## config.mk

```make
export PLATFORM = sky130hd
export DESIGN_NAME = thread_pc_fetch
export DESIGN_NICKNAME = d
export VERILOG_FILES = /design/src/rtl/thread_pc_fetch_pkg.sv /design/src/rtl/thread_pc_fetch_pc_reg.sv /design/src/rtl/thread_pc_fetch.sv
export SDC_FILE = /design/constraint.sdc
export NUM_CORES = 1
export LEC_CHECK = 0
export ABC_AREA = 0
export ABC_CLOCK_PERIOD_IN_PS = 2000
export CAP_MARGIN = 10
export CORE_MARGIN = 5
export CORE_UTILIZATION = 45
export CTS_BUF_LIST = sky130_fd_sc_hd__clkbuf_16
export DETAILED_ROUTE_END_ITERATION = 10
export GPL_TIMING_DRIVEN = 0
export PLACE_DENSITY_LB_ADDON = 0.3
export REMOVE_ABC_BUFFERS = 1
export SETUP_SLACK_MARGIN = 0.15
export SLEW_MARGIN = 20
export SYNTH_ARGS = -nofsm -noshare
export SYNTH_HDL_FRONTEND = slang
export SYNTH_SLANG_ARGS = --single-unit
```

## constraint.sdc

```tcl
create_clock -name clk -period 2 [get_ports clk]
set_clock_uncertainty 0.1 [all_clocks]
set_input_delay 0.4 -clock clk [delete_from_list [all_inputs] [get_ports clk]]
set_output_delay 0.4 -clock clk [all_outputs]
set_load 0.005 [all_outputs]
```

## src/rtl/thread_pc_fetch_pkg.sv

```systemverilog
// Shared types and constants for the 4-thread fetch front end.
// Also carries the fetch tag that travels into decode.
package thread_pc_fetch_pkg;

  localparam int NTHREADS = 4;
  localparam int TID_W    = 2;
  localparam int PC_W_DEF = 9;

  typedef logic [TID_W-1:0] tid_t;

  typedef struct packed {
    logic                valid;
    tid_t                tid;
    logic [PC_W_DEF-1:0] pc;
  } fetch_tag_t;

  function automatic logic [PC_W_DEF-1:0] base_pc(input int unsigned t);
    logic [PC_W_DEF-1:0] tv;
    tv = PC_W_DEF'(t);
    return tv << (PC_W_DEF - 2);
  endfunction

endpackage

```

## src/rtl/thread_pc_fetch_pc_reg.sv

```systemverilog
// Single-thread PC register with load/increment/hold and a sticky halt bit.
// The caller guarantees load and inc are never both set.
module thread_pc_reg
  import thread_pc_fetch_pkg::*;
#(
  parameter int              PC_W   = PC_W_DEF,
  parameter logic [PC_W-1:0] RST_PC = '0
) (
  input  logic            clk_i,
  input  logic            rst_ni,
  input  logic            inc_i,
  input  logic            load_i,
  input  logic [PC_W-1:0] load_pc_i,
  input  logic            halt_i,
  output logic [PC_W-1:0] pc_o,
  output logic            halted_o
);

  logic [PC_W-1:0] pc_d, pc_q;
  logic            halted_d, halted_q;

  always_comb begin
    pc_d     = pc_q;
    halted_d = halted_q | halt_i;
    unique case (1'b1)
      load_i:  pc_d = load_pc_i;
      inc_i:   pc_d = pc_q + 1'b1;
      default: pc_d = pc_q;
    endcase
  end

  always_ff @(posedge clk_i or negedge rst_ni) begin
    if (!rst_ni) begin
      pc_q     <= RST_PC;
      halted_q <= 1'b0;
    end else begin
      pc_q     <= pc_d;
      halted_q <= halted_d;
    end
  end

  assign pc_o     = pc_q;
  assign halted_o = halted_q;

endmodule

```

## src/rtl/thread_pc_fetch.sv

```systemverilog
// Per-thread PC file and fetch-address stage; registers the tag
// that lines up with the synchronous instruction memory output.
module thread_pc_fetch
  import thread_pc_fetch_pkg::*;
#(
  parameter int PC_W     = PC_W_DEF,
  parameter int NTHREADS_P = NTHREADS
) (
  input  logic                clk,
  input  logic                rst,
  input  logic                en,
  input  logic [TID_W-1:0]    tid_in,
  input  logic [NTHREADS-1:0] thread_en,
  input  logic                redirect_valid,
  input  logic [TID_W-1:0]    redirect_tid,
  input  logic [PC_W-1:0]     redirect_pc,
  input  logic                halt_valid,
  input  logic [TID_W-1:0]    halt_tid,
  output logic [PC_W-1:0]     imem_addr,
  output logic                if_valid,
  output logic [TID_W-1:0]    if_tid,
  output logic [PC_W-1:0]     if_pc,
  output logic [NTHREADS-1:0] halted,
  output logic                all_halted
);

  logic [PC_W-1:0]     pc_q [NTHREADS];
  logic [NTHREADS-1:0] halted_w;
  logic [NTHREADS-1:0] act, sel, kill, hlt;
  logic [NTHREADS-1:0] load, inc;

  logic                if_valid_d, if_valid_q;
  logic [TID_W-1:0]    if_tid_q;
  logic [PC_W-1:0]     if_pc_q;

  for (genvar t = 0; t < NTHREADS; t++) begin : g_thr
    localparam logic [PC_W-1:0] RST = PC_W'(t) << (PC_W - 2);

    assign sel[t]  = tid_in == TID_W'(t);
    assign kill[t] = redirect_valid & (redirect_tid == TID_W'(t));
    assign hlt[t]  = halt_valid & (halt_tid == TID_W'(t));
    assign act[t]  = thread_en[t] & ~halted_w[t];
    // Halt outranks redirect; a halted thread ignores redirects.
    assign load[t] = kill[t] & ~halted_w[t] & ~hlt[t];
    assign inc[t]  = en & sel[t] & act[t] & ~kill[t] & ~hlt[t];

    thread_pc_reg #(
      .PC_W   (PC_W),
      .RST_PC (RST)
    ) u_pc (
      .clk_i     (clk),
      .rst_ni    (rst),
      .inc_i     (inc[t]),
      .load_i    (load[t]),
      .load_pc_i (redirect_pc),
      .halt_i    (hlt[t]),
      .pc_o      (pc_q[t]),
      .halted_o  (halted_w[t])
    );
  end

  assign imem_addr  = pc_q[tid_in];
  assign if_valid_d = act[tid_in] & ~kill[tid_in] & ~hlt[tid_in];

  always_ff @(posedge clk or negedge rst) begin
    if (!rst) begin
      if_valid_q <= 1'b0;
      if_tid_q   <= '0;
      if_pc_q    <= '0;
    end else if (en) begin
      if_valid_q <= if_valid_d;
      if_tid_q   <= tid_in;
      if_pc_q    <= pc_q[tid_in];
    end
  end

  assign if_valid   = if_valid_q;
  assign if_tid     = if_tid_q;
  assign if_pc      = if_pc_q;
  assign halted     = halted_w;
  assign all_halted = &halted_w;

endmodule

```

== Word level (Yosys, flattened, before mapping) ==
Cells that the tools add are included.
W data, S select, Z words.

* Reductions and logical operators: 8
* Magnitude comparators: 2
* Mux-type cells: 13
* Equality and inequality tests: 9
* Bitwise operators: 57
* Add/subtract/negate cells: 4

{| class="wikitable"
|+ Operator list
! operator !! count
|-
| $pmux W9 S2 || 4
|-
| $and A1 B1 Y1 || 38
|-
| $add A9 B1 Y9 const B || 4
|-
| $bmux W9 S2 || 1
|-
| $mux W9 || 2
|-
| $not A1 Y1 || 14
|-
| $eq A2 B2 Y1 const B || 6
|-
| $reduce_bool A2 Y1 || 4
|-
| $bmux W1 S2 || 3
|-
| $eq A2 B1 Y1 const B || 3
|-
| $logic_not A2 Y1 || 3
|-
| $or A1 B1 Y1 || 4
|-
| $reduce_and A4 Y1 || 1
|-
| $ge A3 B3 Y1 const B || 1
|-
| $lt A2 B3 Y1 const B || 1
|-
| $mux W1 || 3
|-
| $not A2 Y3 || 1
|}

* Output and inout port bits: 26
* Bits of input ports: 24
* Flip-flop bits (word level): 52
* Word-level logic and storage cells: 104

== Depth between registers and ports, before layout ==
* Word-level depth: 7
* Gate-level depth with buffers: 6
* Mapped depth without buffers: 5

== Modules after synthesis ==
Synthesis repeated with hierarchy kept, for this count alone.

* Cell total of the unflattened synthesis: 342
* Area, all modules: 3,335.7 µm²

{| class="wikitable"
|+ By module, submodules not included
! module !! times used !! sequential area each (µm²) !! cells an instance !! area an instance (µm²)
|-
| thread_pc_reg at g_thr[1].u_pc ... || 2 || 251.5 || 65 || 590.6
|-
| thread_pc_fetch || 1 || 300.3 || 82 || 973.4
|-
| thread_pc_reg at g_thr[3].u_pc || 1 || 252.7 || 65 || 591.8
|-
| thread_pc_reg at g_thr[0].u_pc || 1 || 250.2 || 65 || 589.3
|}

== Worst setup path after synthesis ==
OpenSTA, ideal clock, no wires.

* Path type: input to register
* Start point: in halt_valid
* End point: reg g_thr[0].u_pc.pc_q[6]
* Data arrival time: 1.709 ns
* Data required time: 1.831 ns
* Cell stages on the path: 5
* Library setup time: 0.069 ns
* Slack: 0.122 ns
* Buffers on the path: 1
* Cells stage by stage: nor3b_1 > or4_1 > clkbuf_1 > or4_1 > nand3_1

* Longest elaborated chain between the ends: 4
* Elaborated cells between the ends (all ways): 6
* Those cells by class: 1 x mux; 4 x bitwise; 1 x reduce/logical

{| class="wikitable"
|+ Ends and longest elaborated chain
! item !! RTL line !! RTL
|-
| start, declared || thread_pc_fetch.sv:17 || <nowiki>input logic halt_valid,</nowiki>
|-
| $and A1 B1 Y1 * || thread_pc_fetch.sv:41 || <nowiki>assign hlt[t] = halt_valid & (halt_tid == TID_W'(t));</nowiki>
|-
| $not A1 Y1 * || thread_pc_fetch.sv:44, thread_pc_fetch.sv:45 ||
|-
| $and A1 B1 Y1, on equally long branches || thread_pc_fetch.sv:45, thread_pc_fetch.sv:44 ||
|-
| $pmux W9 S2 or $reduce_bool A2 Y1 (tied branches) || - ||
|-
| end signal, assigned || thread_pc_fetch_pc_reg.sv:37 || <nowiki>pc_q <= pc_d;</nowiki>
|-
| end, declared || thread_pc_fetch_pc_reg.sv:19 || <nowiki>logic [PC_W-1:0] pc_d, pc_q;</nowiki>
|}

Mark *: on every way between the ends. The rest lies on a longest branch, timed or not.
A chain may end at the register's enable or synchronous reset.

== Final worst setup path ==
* Start point: reg g_thr[2].u_pc.pc_q[2]
* End point: out imem_addr[2]

* Longest elaborated chain between the ends: 3

{| class="wikitable"
|+ Ends and longest elaborated chain
! item !! RTL line !! RTL
|-
| start, declared || thread_pc_fetch_pc_reg.sv:19 ||
|-
| start signal, assigned || thread_pc_fetch_pc_reg.sv:37 ||
|-
| $bmux W9 S2 || thread_pc_fetch.sv:62 || <nowiki>assign imem_addr = pc_q[tid_in];</nowiki>
|-
| $mux W9 (not written as such) (2 in a row) || thread_pc_fetch.sv:62 ||
|-
| end, declared || thread_pc_fetch.sv:19 || <nowiki>output logic [PC_W-1:0] imem_addr,</nowiki>
|}

No other way between the ends. The select of a mux whose other input is x is not followed.

==> results.cfg <==
[status]
status = finished clean

[hold_path]
hp-class = in -> async

[clock_tree]
insertion_delay_ns = 0.29
clk_path_buf_depth = 2
clkSinkCount = 52
root_buffer = clkbuf_16
clkTransAtPathRegs_ns = 0.07
numCtsBuffers = 5
htree_levels = 2
cts_tree = built

[place]
io_buffers = 49
dp_worst_setup_slack_ns = -1.17
gp_congestion = 0.907
dp_hpwl_microns = 6570
dpl.cell_count = 444

[drt]
drt-vias-per-instance = 6.32
wire_per_inst_microns = 20.4
wl_microns = 10500
ant_nets = 0
drt_iter0_drc = 312
vias = 3256
route.detailed.drc = 0
drt_pass1_iterations = 4

[finish]
synthToLayoutAreaGrowth_pct = 38.6
antenna_cells = 0
final_cells = 515
fin_nets = 446
n_fill_cell = 541
multi_input_area_sq_um = 1900
drive_gt1_frac = 0.382
seqCellArea_sq_um = 1320
post-route-util = 0.650

[yosys]
synth_top_area_cell = dfrtp_1
synth_seq_cells = 52
syn_area_sq_um = 3220
synthArstFlopShare = 1.00
synth.distinct_cells = 62
synth-edff-count = 0
avgSynthCellArea_sq_um = 10.2
synth_top_area_frac = 0.373
synth_area_leaders = dfrtp_1, mux4_2, mux2_2
syn_inst = 317
synth_flop_cell = dfrtp_1
seq_area_frac_synth = 0.405
ys.warnings.count = 0

[worst_setup_path]
crit_path_start_kind = register
cp_data_arrival_time_ns = 1.38
crit_buf_inv = 1
crit_family = multiplexers
required_ns = 1.50
critical-path-max-stage-delay_ns = 0.52
cp-end-kind = output port
cp_slowest_cell = mux4_2
path_class = reg -> out
critPathMaxFanout = 2
cp_cell_sequence = mux4_2 -> buf_6

[floorplan]
die_width_microns = 94.6
die_y_microns = 94.6
coreArea_sq_um = 6870
start_util = 0.469
io_pins = 50
rows = 30
dieArea_sq_um = 8960

[timing]
fmax_ghz = 0.533
grt_setup_unrepaired = yes
setup_ws_ns = 0.125
finalCritPeriodShare = 0.938
slew_violations = 0
finalHoldViolations = 0
min_period_ns = 1.88
finalSetupTns_ns = 0
maxSlewHeadroom = 0.549
worst_pin_slew_ns = 0.677
finalSetupViolations = 0

[pwr]
power_density_nw_per_um2 = 788
vdd_drop_max_mv = 0.396
p_leak_nw = 1.86
fin_total_pwr_w = 0.00352

[grt]
first_global_vias = 3299
antenna_found_initial = 0
grt_first_pass_wirelength_microns = 16900
grt.total_usage = 0.243
grt_max_degree = 53
overflow = 0

[run]
max_cap_viol_count = 0
==> flip-flops by register name, summed over array words and instances, names as in the netlist <==
name,flops
g_thr.u_pc.halted_o,4
g_thr.u_pc.pc_o,36
if_tid,2
if_pc,9
if_valid,1
==> worst register-to-register path, stage by stage (launching register included) <==
cell and delay (ns):
dfrtp_2 0.43, or4_4 0.58, or4_1 0.54, nand3_1 0.08
==> cells in the final DEF (no fill, tap or decap), types with 11 or more instances in the layout <==
cell,instances
mux2_2,11
a211oi_1,14
nor2_1,20
nand2_1,19
nand3_1,17
dfrtp_2,11
dfrtp_1,37
clkdlybuf4s50_1,26
buf_4,61
inv_1,19
==> stage by stage <==
| step | instance area [sq um] | hold slack [ns] |
|---|---|---|
| finish | 4470 | 0.0466 |
| global route | 4470 | 0.114 |
| CTS | 4350 | 0.0828 |
| detailed placement | 3710 | 0.357 |
| global placement | 3700 | 0.357 |
| floorplan | 3090 | 0.00441 |
==> repair_timing <==
item | 4_1_cts | 5_1_grt
hold buffers | 0 | 0
pin swaps | 9 | 9
cloned | 1 | 0
setup endpoints to repair | 56 | 35
setup buffers | 51 | 11
resized for setup | 108 | 19
==> per-layer routing <==
layer	share of wire	wire length, microns	vias to the layer above	global-route usage
li1	-	-	1442	-
met1	0.40	4260	1582	0.312
met2	0.48	5000	194	0.393
met3	0.078	820	38	0.0446
met4	0.042	438	0	0.124
met5	0	0	-	0
==> Yosys cell counts (3+ instances only) <==
cell type	instances
ha_1	4
nor3b_1	4
nand3_1	18
o221a_2	3
nand2_1	19
clkbuf_8	3
mux2_2	11
nand4_1	6
nor3_1	11
a31oi_1	3
clkbuf_1	8
nor4_1	4
and3b_1	3
a211oi_1	14
mux4_2	9
o311ai_0	6
o211ai_1	5
nor2b_1	4
dfstp_2	4
a32o_1	3
nand3b_1	3
a32oi_1	5
nor4_2	3
dfrtp_1	48
a311oi_1	3
a211o_1	3
o21ai_0	8
and3_1	8
or4_1	3
a221o_1	3
a21oi_1	5
nor2_1	22
buf_4	4
inv_1	18
==> power breakdown <==
part / internal (W) / switching (W)
Combinational: 0.000662 / 0.000569
Clock: 0.000453 / 0.000371
Sequential: 0.00130 / 0.000164
==> cell families after synthesis <==
kind of cell,Yosys count,synth area share
adder cells (fa/ha/maj),4,0.0155
AO/OA/AOI/OAI,79,0.194
AND/OR/NAND/NOR,123,0.216
flip-flops,52,0.405
buffers and inverters,37,0.0625
multiplexers,22,0.107
==> final timing paths <==
kind,to,cells after the start,slack [ns],start
min in group clk,g_thr[2].u_pc.pc_o[8],2,0.37,g_thr[2].u_pc.pc_o[8]
setup / recovery,imem_addr[2],2,0.12,g_thr[2].u_pc.pc_o[2]
hold reg to reg,g_thr[2].u_pc.pc_o[8],2,0.37,g_thr[2].u_pc.pc_o[8]
max in group asynchronous,g_thr[1].u_pc.halted_o,1,1.26,rst
setup reg to reg,g_thr[0].u_pc.pc_o[6],3,0.22,g_thr[0].u_pc.halted_o
hold / removal,g_thr[0].u_pc.pc_o[5],1,0.05,rst
==> layout make-up <==
type | instances | area share
flip-flops and latches | 52 | 0.295
multi-input cells | 229 | 0.425
inverters | 18 | 0.0151
repair buffers | 112 | 0.207
clock buffers | 5 | 0.0280
well taps | 96 | 0.0269
clock inverters | 3 | 0.00280
(Power assumes the default switching activity.)
